--- config.mk ---
export PLATFORM = sky130hd
export DESIGN_NAME = rs_skid_buffer_flat
export DESIGN_NICKNAME = d
export VERILOG_FILES = /design/src/rtl/rs_pkg.sv /design/src/rtl/rs_skid_buffer_if.sv /design/src/rtl/rs_data_reg.sv /design/src/rtl/rs_skid_buffer.sv /design/src/flat_wrapper.sv
export SDC_FILE = /design/constraint.sdc
export NUM_CORES = 1
export LEC_CHECK = 0
export CORE_MARGIN = 5
export CORE_UTILIZATION = 55
export CTS_BUF_LIST = sky130_fd_sc_hd__clkbuf_8
export CTS_CLUSTER_DIAMETER = 60
export CTS_CLUSTER_SIZE = 12
export DETAILED_ROUTE_END_ITERATION = 6
export PLACE_DENSITY = 0.88
export SYNTH_ARGS = -nofsm -noshare
export SYNTH_HDL_FRONTEND = slang
export SYNTH_SLANG_ARGS = --single-unit
--- constraint.sdc ---
create_clock -name clk -period 2.7 [get_ports clk]
set_input_delay 0.405 -clock clk [delete_from_list [all_inputs] [get_ports clk]]
set_output_delay 0.405 -clock clk [all_outputs]
set_load 0.1 [all_outputs]
--- src/rtl/rs_pkg.sv ---
// Shared definitions for the register-slice skid buffer: FSM state encoding and
// default payload width.
package rs_pkg;

   localparam int unsigned PayloadLenDefault = 67;

   typedef enum logic [1:0] {
      StEmpty = 2'd0,
      StBusy  = 2'd1,
      StFull  = 2'd2
   } rs_state_e;

endpackage

--- src/rtl/rs_skid_buffer_if.sv ---
// Upstream/downstream handshake bundle for rs_skid_buffer. The slave modport is
// the slice itself; master is whoever drives the slice (producer and consumer).
interface rs_skid_buffer_if #(
   parameter int unsigned payload_len = rs_pkg::PayloadLenDefault
);

   logic                   s_valid;
   logic                   s_ready;
   logic [payload_len-1:0] s_data;
   logic                   m_valid;
   logic                   m_ready;
   logic [payload_len-1:0] m_data;
   logic [1:0]             occupancy;

   modport slave (
      input  s_valid,
      output s_ready,
      input  s_data,
      output m_valid,
      input  m_ready,
      output m_data,
      output occupancy
   );

   modport master (
      output s_valid,
      input  s_ready,
      output s_data,
      input  m_valid,
      output m_ready,
      input  m_data,
      input  occupancy
   );

endinterface

--- src/rtl/rs_data_reg.sv ---
// Payload register with load enable and asynchronous clear; holds its value
// whenever load is low.
module rs_data_reg #(
   parameter int unsigned Width = 67
) (
   input  logic             clk,
   input  logic             rstn,
   input  logic             load,
   input  logic [Width-1:0] d,
   output logic [Width-1:0] q
);

   always_ff @(posedge clk or negedge rstn) begin
      if (!rstn) begin
         q <= '0;
      end else if (load) begin
         q <= d;
      end
   end

endmodule

--- src/rtl/rs_skid_buffer.sv ---
// Two-entry register slice: main entry drives m_data, skid entry absorbs the beat
// accepted while the consumer stalls. All handshake outputs come from flops.
module rs_skid_buffer
   import rs_pkg::*;
#(
   parameter int unsigned payload_len = PayloadLenDefault
) (
   input logic              clk,
   input logic              rstn,
   rs_skid_buffer_if.slave  bus
);

   rs_state_e              state_q, state_d;
   logic                   s_ready_q;
   logic                   m_valid;
   logic [1:0]             occupancy;
   logic                   up_xfer, dn_xfer;
   logic                   main_load, skid_load;
   logic [payload_len-1:0] main_d, main_q, skid_q;

   assign up_xfer = bus.s_valid & s_ready_q;
   assign dn_xfer = bus.m_ready & m_valid;

   always_ff @(posedge clk or negedge rstn) begin
      if (!rstn) begin
         state_q   <= StEmpty;
         s_ready_q <= 1'b0;
      end else begin
         state_q   <= state_d;
         // Held low through reset so s_ready rises on the first edge after release.
         s_ready_q <= (state_d != StFull);
      end
   end

   always_comb begin
      state_d = state_q;
      unique case (state_q)
         StEmpty: if (up_xfer) state_d = StBusy;
         StBusy: begin
            if (up_xfer && !dn_xfer) begin
               state_d = StFull;
            end else if (!up_xfer && dn_xfer) begin
               state_d = StEmpty;
            end
         end
         StFull:  if (dn_xfer) state_d = StBusy;
         default: state_d = StEmpty;
      endcase
   end

   always_comb begin
      m_valid   = 1'b0;
      occupancy = 2'd0;
      unique case (state_q)
         StEmpty: begin
            m_valid   = 1'b0;
            occupancy = 2'd0;
         end
         StBusy: begin
            m_valid   = 1'b1;
            occupancy = 2'd1;
         end
         StFull: begin
            m_valid   = 1'b1;
            occupancy = 2'd2;
         end
         default: begin
            m_valid   = 1'b0;
            occupancy = 2'd0;
         end
      endcase
   end

   // Entry select: fresh input goes to main unless main is stalled, then to skid;
   // draining FULL promotes skid into main.
   always_comb begin
      main_load = 1'b0;
      skid_load = 1'b0;
      main_d    = bus.s_data;
      unique case (state_q)
         StEmpty: main_load = up_xfer;
         StBusy: begin
            main_load = up_xfer & dn_xfer;
            skid_load = up_xfer & ~dn_xfer;
         end
         StFull: begin
            main_load = dn_xfer;
            main_d    = skid_q;
         end
         default: ;
      endcase
   end

   rs_data_reg #(
      .Width (payload_len)
   ) u_main (
      .clk  (clk),
      .rstn (rstn),
      .load (main_load),
      .d    (main_d),
      .q    (main_q)
   );

   rs_data_reg #(
      .Width (payload_len)
   ) u_skid (
      .clk  (clk),
      .rstn (rstn),
      .load (skid_load),
      .d    (bus.s_data),
      .q    (skid_q)
   );

   assign bus.s_ready   = s_ready_q;
   assign bus.m_valid   = m_valid;
   assign bus.m_data    = main_q;
   assign bus.occupancy = occupancy;

endmodule

--- src/flat_wrapper.sv ---
// flat-port wrapper written by rule: the top's interface ports become plain ports
module rs_skid_buffer_flat import rs_pkg::*;
#(
   parameter int unsigned payload_len = PayloadLenDefault
)
  (clk, rstn, bus_s_valid, bus_s_ready, bus_s_data, bus_m_valid, bus_m_ready, bus_m_data, bus_occupancy);
  rs_skid_buffer_if #(.payload_len(payload_len)) bus_i ();
  input logic clk;
  input logic rstn;
  input wire logic [$bits(bus_i.s_valid)-1:0] bus_s_valid;
  output wire logic [$bits(bus_i.s_ready)-1:0] bus_s_ready;
  input wire logic [$bits(bus_i.s_data)-1:0] bus_s_data;
  output wire logic [$bits(bus_i.m_valid)-1:0] bus_m_valid;
  input wire logic [$bits(bus_i.m_ready)-1:0] bus_m_ready;
  output wire logic [$bits(bus_i.m_data)-1:0] bus_m_data;
  output wire logic [$bits(bus_i.occupancy)-1:0] bus_occupancy;
  assign bus_i.s_valid = bus_s_valid;
  assign bus_s_ready = bus_i.s_ready;
  assign bus_i.s_data = bus_s_data;
  assign bus_m_valid = bus_i.m_valid;
  assign bus_i.m_ready = bus_m_ready;
  assign bus_m_data = bus_i.m_data;
  assign bus_occupancy = bus_i.occupancy;
  rs_skid_buffer #(.payload_len(payload_len)) u_core (.clk(clk), .rstn(rstn), .bus(bus_i));
endmodule
==> results of run 1 <==
## final timing paths
path | to | cells after the start
setup / recovery | u_core.u_skid.q[43] | 6
hold / removal | u_core.u_skid.q[4] | 1
setup reg to reg | u_core.u_skid.q[43] | 6
hold reg to reg | u_core.u_skid.q[4] | 1
max in group asynchronous | u_core.u_main.q[56] | 3
min in group asynchronous | u_core.u_main.q[27] | 2
## logic make-up after synthesis
group | Yosys count | share of synthesized area [%]
compound gates | 76 | 6.95
xor+xnor | 1 | 0.152
fa+ha+maj | 4 | 0.869
buf+inv | 31 | 2.54
flops | 137 | 59.5
mux | 134 | 24.7
simple gates | 78 | 5.23
## Yosys cell counts, drive strengths merged
master,count
ha,4
a21boi,2
nand2,4
a31oi,2
and2,1
a21oi,68
nand3,5
buf,24
mux2,67
mux2i,67
dfrtp,137
nor2,68
o21ai,2
xnor2,1
clkbuf,5
o211ai,1
inv,2
a221oi,1
## final cells by class
class	instances	area [um2]
repair buffers	150	1380
fillers	683	2630
clock inverters	14	196
inverters	2	7.51
well taps	136	170
multi-input cells	293	2220
clock buffers	18	248
flip-flops and latches	137	3430
## metrics by stage
step,cells,worst slack [ps]
after floorplan,461,33.3
after global placement,717,559
after detailed placement,717,491
after CTS,750,528
after global routing,750,369
final,750,536
## layer usage
metal | track usage (%) | wire, um | vias up
li1 | - | - | 1888
met1 | 24.9 | 4940 | 1966
met4 | 7.21 | 246 | 0
met2 | 37.5 | 6830 | 105
met5 | 0 | 0 | -
met3 | 5.50 | 696 | 15
## state kept, by name, indices dropped and copies added, names as in the netlist
register / cells
u_core.u_main.q: 67
u_core.u_skid.q: 67
u_core.bus.s_ready: 1
u_core.state_q: 2
==> flow_summary.yaml, run 1 <==
outcome:
  status: "finished clean"
yosys:
  synth_seq_area_share_pct: 59.5
  syn_inst: 461
  yosysWarnings: 0
  syn_nets: 536
  yosysTopAreaCell: "dfrtp_1"
  postSynthAreaPerCell_um2: 12.5
  synth_cell_types: 18
  synth.area.top_cells: "dfrtp_1 (60%), mux2_2 (13%), mux2i_1 (12%)"
  yosys.area.top_type_share_pct: 59.5
  ys_seq_elements: 137
  syn_area_um2: 5760
detailed_routing:
  finalWirelength_um: 12700
  first_pass_iters: 4
  route.detailed.drc: 0
  antenna_left: 0
  num_vias: 3974
  drtIter0Drc: 185
  viasPerCell: 5.30
  wire_per_inst_um: 16.9
place:
  place.gp.congestion: 0.773
  port_buffers: 141
  hpwl_um: 8770
  placed_area_um2: 7200
final_layout:
  nets: 676
  final_common_cell: "dfrtp_1"
  antenna_cells: 0
  finalInstanceArea_um2: 7650
  layout_common_cells: "dfrtp_1 (137), buf_4 (73), clkdlybuf4s50_1 (69)"
  finish.utilization_pct: 74.5
  area_growth_pct: 32.8
  drive_above_1_share_pct: 29.6
worst_setup_path:
  crit_start: "u_core.state_q[0]"
  slowest_stage: "dfrtp_1"
  setup.worst_path.end_class: "register"
  crit_path_max_incr_delay_ps: 430
  start_kind: "register"
  worst_r2r_startpoint: "u_core.state_q[0]"
  path_buf_inv: 2
  cp_max_fo: 28
  path_cells: "inv_1, ha_1, nand2_1, nand3_4, buf_12, mux2_2"
  worst-setup-path-type: "register to register"
  crit_required_ps: 3020
  critPathTopFamily: "simple AND/OR/NAND/NOR gates"
  reg2reg_slack_ps: 540
  cp.arrival_ps: 2480
cts:
  h-tree-depth: 4
  cts_buffers: 17
  postCtsSetupRepairBufs: 0
  clock-sinks: 137
  cts_resized: 0
  clk_path_buf_depth: 2
  clkTransAtPathRegs_ps: 80
  cts_tree: "yes"
  postCtsHoldBufs: 1
  cts-root-buf: "clkbuf_8"
  clk_latency_ps: 430
sta:
  drv_slew: 0
  rsz0062_at_grt: "false"
  max_freq_ghz: 0.462
  setup_viol: 0
  slew_headroom_pct: 55.7
  period_share_pct: 80.1
  holdWs_ps: 512
  skew_ps: 14.7
  finalSetupTns_ps: 0
  final_hold_viol_count: 0
  period_minus_slack_ps: 2160
  worst_pin_slew_ps: 665
global_route:
  grt_start_max_net_pins: 77
  track_usage_pct: 21.1
  antenna_found_initial: 0
  grt_pass1_wl_um: 21400
  gr-total-overflow: 0
  grt_pass1_vias: 4321
floorplanning:
  start_util_pct: 56.1
  ioPinCount: 142
  dieHeight_um: 112
  die_area_um2: 12600
  coreArea_um2: 10300
  die_w_um: 112
  row_count: 37
job:
  timing.max_cap.violations: 0
worst_hold_path:
  holdCritStartpoint: "u_core.u_skid.q[4]"
  hold_path.class: "register to register"
Power of run 1 is left out: the tool's default activity adds up to more than one toggle a clock period on the data nets, which glitch-free logic cannot reach.
==> run 2: changes to the inputs <==
CORE_UTILIZATION = 46   (was 55)
PLACE_DENSITY = 0.78   (was 0.88)
clock period = 1.9 ns   (was 2.7 ns; I/O delays follow)
==> run 2 against run 1 <==
Against the previous run:
- global-route usage shrank 2.9 points
- flip-flop and latch count is the same
- design area grew 3.3%
- register-to-register slack lost 430 ps
- final cell count grew 5.9%
- sequential share of layout area shrank 1.4 points
- setup slack lost 450 ps
- via count grew 0.58%
- non-clock buffer count grew 13
- clock-buffer cell count grew 5
- hold slack lost 250 ps
- first-iteration DRC count grew 2.2%
==> flow_summary.yaml, run 2 (synthesis gave the netlist of run 1 again) <==
outcome:
  status: "finished clean"
sta:
  period_minus_slack_ps: 1810
  period_share_pct: 95.2
  skew_ps: 8.51
  drv_slew: 0
  final_hold_viol_count: 0
  max_freq_ghz: 0.553
  setup_viol: 0
  slew_headroom_pct: 70.9
  holdWs_ps: 260
  rsz0062_at_grt: "true"
  worst_pin_slew_ps: 437
cts:
  clk_path_buf_depth: 2
  cts_buffers: 17
  clkTransAtPathRegs_ps: 80
  cts_tree: "yes"
  clk_latency_ps: 430
  h-tree-depth: 4
  postCtsSetupRepairBufs: 0
  clock-sinks: 137
  cts-root-buf: "clkbuf_8"
global_route:
  track_usage_pct: 18.2
  grt_pass1_vias: 4281
  grt_pass1_wl_um: 21000
  antenna_found_initial: 0
  grt_start_max_net_pins: 79
  gr-total-overflow: 0
floorplanning:
  row_count: 40
  ioPinCount: 142
  start_util_pct: 47.4
  die_w_um: 122
  die_area_um2: 14900
  dieHeight_um: 122
  coreArea_um2: 12200
worst_hold_path:
  hold_path.class: "input pin to async pin"
worst_setup_path:
  cp.arrival_ps: 1520
  start_kind: "register"
  worst-setup-path-type: "register to output pin"
  cp_max_fo: 17
  setup.worst_path.end_class: "output pin"
  slowest_stage: "dfrtp_1"
  crit_path_max_incr_delay_ps: 390
  reg2reg_slack_ps: 110
  crit_required_ps: 1620
  crit_top_cell: "buf_12"
  path_cells: "buf_4, ha_4, buf_12, buf_12"
place:
  port_buffers: 141
  place.gp.congestion: 0.761
  place_inst: 762
  placed_area_um2: 7450
  hpwl_um: 9220
final_layout:
  final_common_cell: "dfrtp_1"
  area_growth_pct: 37.2
  reg.largest.list: "u_core.u_main.q (67), u_core.u_skid.q (67), u_core.state_q (2)"
  layout_common_cells: "dfrtp_1 (136), buf_4 (79), clkdlybuf4s50_1 (69)"
  antenna_cells: 0
  finalInstanceArea_um2: 7900
  fin_cells: 794
  drive_above_1_share_pct: 32.1
  nets: 689
detailed_routing:
  antenna_left: 0
  finalWirelength_um: 12900
  first_pass_iters: 4
  viasPerCell: 5.03
  drtIter0Drc: 189
  route.detailed.drc: 0
  num_vias: 3997
  wire_per_inst_um: 16.2
job:
  timing.max_cap.violations: 0
-- run 2: per-stage QoR --
step | setup TNS, ps | setup WS, ps | util [%]
floorplan | -7050 | -83.5 | -
global placement | -273 | -18.7 | 61.2
detailed placement | -3870 | -104 | 61.2
CTS | 0 | 14.6 | 64.9
global route | -35.6 | -15.5 | 65.0
finish | 0 | 90.6 | 65.0
-- run 2: worst max-delay path, delay by kind of cell, from the launching register on --
family                   cells  cell delay (ps)
buffers and inverters        3              500
flip-flops                   1              390
adder cells (fa/ha/maj)      1              190
-- run 2: routing by layer --
metal,vias to the layer above,routed length (um),global-route usage [%]
met5,-,0,0
met4,0,184,6.58
met3,15,909,6.41
met2,100,6490,30.7
met1,1968,5310,21.5
li1,1914,-,-
-- run 2: path summary, 6_finish.rpt --
path,start,endpoint,cells after the start
worst max-delay path,u_core.state_q[1],bus_occupancy[1],4
max in group asynchronous,rstn,u_core.u_main.q[33],3
worst max register to register,u_core.state_q[1],u_core.u_main.q[21],8
worst min register to register,u_core.u_skid.q[37],u_core.u_skid.q[37],1
min in group clk,bus_s_data[62],u_core.u_skid.q[62],2
worst min-delay path,rstn,u_core.u_main.q[9],2
-- run 2: cell type report --
| class | count | area (um2) |
|---|---|---|
| clock buffers | 23 | 317 |
| clock inverters | 8 | 116 |
| fillers | 945 | 4260 |
| inverters | 2 | 7.51 |
| multi-input cells | 293 | 2260 |
| flip-flops and latches | 137 | 3430 |
| well taps | 168 | 210 |
| repair buffers | 163 | 1570 |
-- run 2: repair_timing --
item                       4_1_cts  5_1_grt
pin swaps                        0        0
hold endpoints to repair        24        0
gates resized for setup          2        1
setup endpoints to repair        1        4
hold buffers                     1        0
Power of run 2 is left out for the same reason.
==> edit: new RTL, settings of run 2 <==
Set the package constant `PayloadLenDefault` to 134 (it was 67).
--- a/src/rtl/rs_pkg.sv
+++ b/src/rtl/rs_pkg.sv
@@ -3,5 +3,5 @@
 package rs_pkg;
 
-   localparam int unsigned PayloadLenDefault = 67;
+   localparam int unsigned PayloadLenDefault = 134;
 
    typedef enum logic [1:0] {
Interface: changed (resized bus_m_data and bus_s_data); port bits go from 142 to 276. No check against the original RTL was run, so the function may have changed too.
==> edit against run 2 <==
Clock skew increased by 15 ps; setup slack got worse by 200 ps; global-route usage increased by 0.93 points; area after synthesis increased by 97%; critical path depth increased by 7; the run now ends with setup timing left; sequential share of layout area decreased by 0.87 points; critical endpoint is now u_core.u_main.q[72]; worst hold slack got worse by 6.5 ps; critical path type is now reg -> reg; final area increased by 100%; sequential cell count increased by 134; routed wire length increased by 120%.
Power is not shown: default switching activity piles up to over one toggle a cycle in this logic, so the estimate is an artifact.
==> edit: results (changes against run 2) <==
[critical_path]
crit_fanout=8  ; was 17
timing.rr.end=u_core.u_main.q[72]  ; was u_core.u_main.q[21]
r2r_cells=11  ; was 8
arrival_ps=2490  ; was 1520 ps

[yosys]
synth_compound_area_frac=0.0643  ; was 0.0695
synthXorXnorAreaFrac=0.000773  ; was 0.00152
yosysSeqAreaShare=0.599  ; was 0.595
synthMuxAreaShare=0.252  ; was 0.247
syn_nets=1034  ; was 536
synth.top_cells.by_area=dfrtp_1 (60%), mux2i_1 (12%), mux2_2 (8.5%)  ; was dfrtp_1 (60%), mux2_2 (13%), mux2i_1 (12%)

[status]
status=finished, violations left  ; was finished clean
failed_checks=setup timing

[detailed_routing]
drt_iter0_drc=422  ; was 189
wl_per_cell_um=18.4  ; was 16.2 um

[cts]
clock-sinks=271  ; was 137
numCtsBuffers=26  ; was 17
cts_max_path_buffers=3  ; was 2

[sta]
setup_violations=32  ; was 0
worst_slew_pin_slew_ps=423  ; was 437 ps
post-route-period-util=1.06  ; was 0.952
hold-worst-slack_ps=253  ; was 260 ps
setup_ws_ps=-112  ; was 90.6 ps

[global_routing]
grt.total_usage=0.191  ; was 0.182
grt_pass1_wl_um=44400  ; was 21000 um
grt_max_degree=56  ; was 79

[placement]
dp.cells=1491  ; was 762
pre_cts_slack_ps=-55.0  ; was -104 ps

[final_layout]
top_regs=u_core.u_main.q x134, u_core.u_skid.q x134, u_core.state_q x2  ; was u_core.u_main.q x67, u_core.u_skid.q x67, u_core.state_q x2
layout.nets=1366  ; was 689
final_cells=1551  ; was 794

[edit: cell types whose count changed in the layout (fill, tap and decap cells not counted), moves of 8 or more]
cell / change
buf_12: +20
nor2_1: +46
buf_4: +98
mux2_4: +41
a21oi_2: +35
mux2_2: +18
mux2_1: +8
nor2_4: +10
nor2_2: +11
clkdlybuf4s50_1: +67
mux2i_1: +66
dfrtp_1: +134
a21oi_1: +30
[edit: cell type report]
type / instances / area [um^2]
timing repair buffer: 362 / 3660
fill: 1788 / 8300
clock inverter: 2 / 7.51
tap: 324 / 405
clock buffer: 29 / 399
multi-input combinational: 561 / 4680
inverter: 2 / 12.5
sequential: 271 / 6780
[edit: critical path: stages, from the launching register on]
cell       delay (ps)
dfrtp_1           380
buf_6             130
inv_6              40
ha_4              290
nand3b_1          130
o211ai_4          290
buf_12            160
buf_12            120
buf_6             100
clkbuf_16         140
nor2_1             50
a21oi_1           130
[edit: how the worst max path moves through the flow]
stage                           start                   end  slack [ps]  depth (start not counted)
floorplan           u_core.state_q[0]  u_core.u_main.q[100]         -70                          8
global placement          bus_s_valid  u_core.u_skid.q[100]          20                          6
detailed placement        bus_m_ready   u_core.u_main.q[45]         -60                          7
CTS                 u_core.state_q[1]    u_core.u_main.q[6]         -30                          9
global route        u_core.state_q[1]   u_core.u_main.q[72]        -190                         11
finish              u_core.state_q[1]   u_core.u_main.q[72]        -110                         11
[edit: what timing repair did]
action                                 CTS  global route
gates cloned                             1             9
setup buffers                            5            14
hold buffers                             1             0
setup endpoints to repair                7           165
endpoints found under the hold margin   52             0
pin swaps                                0             3
gates resized for setup                  0            84
[edit: per-layer routing]
metal  global-route usage  vias up  routed length, um
met2                0.308      211              13800
li1                     -     3769                  -
met1                0.261     3989              12100
met4               0.0434        0                611
met5                    0        -                  0
met3               0.0533       49               2050
